## src/rtl/bit_assembler_pkg.sv

```systemverilog
// Shared constants for the serial-to-parallel bit assembler: word geometry
// and the two FSM state codes.
package bit_assembler_pkg;

  localparam int WORD_W = 16;
  localparam int IDX_W  = 4;

  localparam logic COLLECT = 1'b0;
  localparam logic HOLD    = 1'b1;

endpackage

```

## src/rtl/bit_index_counter.sv

```systemverilog
// Bit position counter for the assembler. A high lock level presents the
// last position without disturbing the stored count.
module bit_index_counter #(
  parameter int IDX_W = bit_assembler_pkg::IDX_W
) (
  input  logic             clk,
  input  logic             rst,
  input  logic             inc,
  input  logic             clear,
  input  logic             lock,
  output logic [IDX_W-1:0] eff_idx
);

  logic [IDX_W-1:0] count;

  always_ff @(posedge clk) begin
    if (rst || clear) begin
      count <= '0;
    end else if (inc) begin
      count <= count + IDX_W'(1);
    end
  end

  assign eff_idx = lock ? '1 : count;

endmodule

```

## src/rtl/bit_assembler.sv

```systemverilog
// Rebuilds an MSB-first serial bit stream into a parallel word and holds it
// until the consumer takes it.
module bit_assembler
  import bit_assembler_pkg::*;
#(
  parameter int WORD_W = bit_assembler_pkg::WORD_W,
  parameter int IDX_W  = bit_assembler_pkg::IDX_W
) (
  input  logic              clk,
  input  logic              rst,
  input  logic              bit_in,
  input  logic              bit_valid,
  output logic              bit_ready,
  input  logic              lock,
  output logic [WORD_W-1:0] word_out,
  output logic              word_valid,
  input  logic              word_ready,
  output logic [IDX_W-1:0]  bit_index
);

  logic              state;
  logic [WORD_W-1:0] shift_reg;
  logic [WORD_W-1:0] next_shift;
  logic [IDX_W-1:0]  eff_idx;
  logic [IDX_W-1:0]  pos;
  logic              accept;
  logic              last;

  assign bit_ready  = (state == COLLECT);
  assign word_valid = (state == HOLD);
  assign accept     = bit_valid && bit_ready;
  assign last       = (eff_idx == IDX_W'(WORD_W - 1));
  assign pos        = IDX_W'(WORD_W - 1) - eff_idx;
  assign bit_index  = eff_idx;

  bit_index_counter #(
    .IDX_W (IDX_W)
  ) u_counter (
    .clk     (clk),
    .rst     (rst),
    .inc     (accept && !last),
    .clear   (accept && last),
    .lock    (lock),
    .eff_idx (eff_idx)
  );

  always_comb begin
    next_shift      = shift_reg;
    next_shift[pos] = bit_in;
  end

  // The final bit is merged straight into word_out so the word appears one
  // cycle after it; unwritten positions stay 0 because the shift register
  // is cleared at every word boundary.
  always_ff @(posedge clk) begin
    if (rst) begin
      state     <= COLLECT;
      shift_reg <= '0;
      word_out  <= '0;
    end else begin
      case (state)
        COLLECT: begin
          if (accept) begin
            if (last) begin
              word_out  <= next_shift;
              shift_reg <= '0;
              state     <= HOLD;
            end else begin
              shift_reg <= next_shift;
            end
          end
        end
        default: begin
          if (word_ready) begin
            state <= COLLECT;
          end
        end
      endcase
    end
  end

endmodule

```

## config.mk

```make
export PLATFORM = sky130hd
export DESIGN_NAME = bit_assembler
export DESIGN_NICKNAME = d
export VERILOG_FILES = /design/src/rtl/bit_assembler_pkg.sv /design/src/rtl/bit_index_counter.sv /design/src/rtl/bit_assembler.sv
export SDC_FILE = /design/constraint.sdc
export NUM_CORES = 1
export LEC_CHECK = 0
export BUFFER_PORTS_ARGS = -buffer_cell sky130_fd_sc_hd__buf_2
export CAP_MARGIN = 40
export CELL_PAD_IN_SITES_DETAIL_PLACEMENT = 1
export CELL_PAD_IN_SITES_GLOBAL_PLACEMENT = 1
export CORE_UTILIZATION = 36
export CTS_CLUSTER_DIAMETER = 80
export DETAILED_ROUTE_END_ITERATION = 8
export GPL_ROUTABILITY_DRIVEN = 0
export HOLD_SLACK_MARGIN = 0.1
export PLACE_DENSITY = 0.72
export SLEW_MARGIN = 40
export SYNTH_ARGS = -nofsm -noshare
export SYNTH_HDL_FRONTEND = slang
export SYNTH_SLANG_ARGS = --single-unit
```

## constraint.sdc

```tcl
create_clock -name clk -period 1.6 [get_ports clk]
set_clock_uncertainty 0.15 [all_clocks]
set_input_delay 0.16 -clock clk [delete_from_list [all_inputs] [get_ports clk]]
set_output_delay 0.16 -clock clk [all_outputs]
set_load 0.1 [all_outputs]
```

==> impl_results.md <==
* CP Capture Type: flip-flop
* Rows at 23
* Setup WS post-layout at -0.00736 ns
* Flop and latch count out of synthesis at 36
* Met1 wire length at 1950 µm
* Chip width at 67.7 µm
* Cts bufs inserted at 5
* Internal cell power at 1360 µW
* Syn avg cell area at 8.74 µm²
* Syn_nets at 185
* Hold path depth at 4
* Fin crit period at 1.61 ns
* Min-delay worst type: in -> reg
* Post-Synthesis Cells at 178
* Layout area overhead at 38.7%
* Final core occ at 52.8%
* Peak Freq at 0.622 GHz
* Yosys top cell area share at 46.3%
* CP required at 1.69 ns
* Pin count of the biggest net entering global routing at 17
* FF-to-FF path depth at 5
* Met3 wire len at 170 µm
* Final #Nets at 231
* Top cells by area, synth: dfxtp_1, mux2i_1, nand2_1
* CTS tree: built
* # diodes at 0
* Yosys warns at 0
* Overall Power at 1910 µW
* Max reg flops at 16
* Cell variety after synth at 34
* First-pass GRT wire length at 6870 µm
* Hold Vio Cnt, Final at 0
* Die ar. at 4590 µm²
* Port bufs at 27
* Top layer in use: met4
* Seq pwr share at 47.9%
* CP Class: reg -> reg
* Die height at 67.7 µm
* Area of the mapped netlist at 1560 µm²
* Max clock buf depth at 2
* Drt first-iter violations at 49
* Vias in the first global route at 1448
* Final instance area at 2160 µm²
* Dpl hpwl at 2970 µm
* Cell Pwr Density at 886 nW/µm²
* DR vias at 1443
* Pre-antenna DRT Iters at 4
* H-tree levels at 2
* Sequential share of the synthesized area at 46.3%
* Worst Setup Start Kind: flip-flop
* Starting density of the core at 38.1%
* Final wirelength at 4520 µm
* Period utilisation layout at 100%
* Failing checks: negative setup slack
* Share of layout cells above drive strength 1 at 41.3%
* Comb pwr share at 17.2%
* Clk Latency, worst-skew pair at 0.30 ns
* Via density at 5.25
* Worst-path clk slew at 0.07 ns
* Max-Cap Viols at 0
* CP max FO at 8
* Hold Slack at 0.117 ns
* Relative slew slack at 55.4%
* Core ar. at 4090 µm²
* DRC viols at 0
* Total GRT Usage at 20.9%
* Sw power at 548 µW
* ANT nets after route at 0
* Peak VDD IR at 498 µV
* Dpl cell area at 1900 µm²
* Clock sinks at 36
* Worst EP arrival at 1.70 ns
* RSZ-0062 raised after global routing: yes
* Power share of the clock group at 34.9%
* Status: finished with violations
* Final-layout fill cell count at 477
* Lkg Pwr at 0.000914 µW
* Ports at 28
* Largest area contributor in the synthesized netlist: dfxtp_1
* Avg WL per Cell at 16.5 µm
* Worst slew pin tran at 0.669 ns
* Final setup vio count at 1
* Clk root buf: clkbuf_8
* Sw Ratio at 28.7%
* Slew Limit Fails at 0
* Initial antenna violation count at 0
* GRT overflow at 0
* Met2 WL post-DR at 2330 µm
==> synthesized netlist by cell type (all sizes together) <==
cell,number
inv,5
nor2b,3
nand4,2
clkbuf,4
nor2,4
a41oi,1
nand2,37
o31ai,1
o21ai,31
a41o,1
a31o,1
mux2i,14
nor3,3
a32oi,1
a21o,2
a21oi,6
dfxtp,36
nand2b,1
nand3,6
and3,1
buf,8
ha,1
nor3b,3
or2,2
or3,2
and2,1
xnor2,1
==> critical path: stages, from the launching register on <==
cell and delay, ns:
dfxtp_4 0.37, buf_6 0.12, a41o_4 0.21, or3_4 0.46, a21oi_2 0.14, a21o_1 0.09
==> cell usage in the layout, fill, tap and decap left out, types with 2 or more instances in the layout <==
cell           Yosys  routed
nor2_2             0       2
mux2i_1           14      11
o21ai_1           17      21
nand2_2            0       5
nor2b_1            3       2
nand2_1           37      32
dfxtp_1           36      31
dfxtp_4            0       4
nor2_1             4       2
buf_6              3       7
o21ai_2            2       3
inv_1              5       4
or3_4              1       3
or2_4              0       2
buf_4              0      14
buf_2              5      23
clkbuf_8           0       6
a21oi_2            0       3
nand4_1            2       2
nor3_2             0       2
a21oi_1            5       2
nor3b_1            2       2
dlygate4sd3_1      0       2
o21ai_0           12       7
a21o_1             2       2
nand3_1            6       6
buf_12             0       4
clkinv_2           0       2
mux2i_2            0       3
==> power by group through the flow <==
| stage | Sequential [µW] | Combinational [µW] | Clock [µW] |
|---|---|---|---|
| finish | 916 | 329 | 666 |
| global route | 917 | 347 | 721 |
| CTS | 916 | 297 | 684 |
| detailed placement | 936 | 288 | 0 |
| global placement | 935 | 279 | 0 |
| floorplan | 962 | 163 | 0 |
==> layout make-up <==
class,count,area [µm²],area share (%)
multi-input combinational,126,843,39.1
clock buffer,6,82.6,3.83
inverter,5,22.5,1.04
timing repair buffer,50,399,18.5
tap,50,62.6,2.90
clock inverter,2,10.0,0.464
sequential,36,737,34.2
==> routing by layer <==
layer | up-vias | GRT usage [%]
met3 | 7 | 5.41
met5 | - | 0
met2 | 29 | 37.9
li1 | 703 | -
met1 | 704 | 22.3
met4 | 0 | 9.31
==> stage by stage <==
stage / TNS [ns] / cells / setup WS, ns
4_1_cts: -0.0269 / 272 / -0.0128
3_3_place_gp: -0.00654 / 262 / -0.00654
5_1_grt: -0.343 / 275 / -0.0500
3_5_place_dp: -0.478 / 262 / -0.0652
6_report: -0.00736 / 275 / -0.00736
2_1_floorplan: -0.131 / 178 / -0.0239
==> repair_timing <==
item,CTS,global route
resized for setup,6,37
hold buffers,2,0
gates cloned,0,2
setup endpoints to repair,27,32
setup buffers,0,1
pin swaps,0,7
hold endpoints to repair,4,0
==> final timing paths <==
kind                            from            endpoint  slack, ns
setup / recovery  u_counter.count[1]        shift_reg[8]     -0.007
hold / removal             bit_valid  u_counter.count[1]       0.12
setup reg to reg  u_counter.count[1]        shift_reg[8]     -0.007
hold reg to reg          word_out[0]         word_out[0]       0.30
==> cell families after synthesis <==
group                      synth area share [%]
buffers and inverters                      5.95
DFF                                        46.3
xor gates and xnor gates                  0.563
and+or+nand+nor                            19.7
muxes                                      9.01
AOI/OAI and AO/OA                          17.6
adders and majority gates                 0.804
Power figures use the tool's default switching activity.
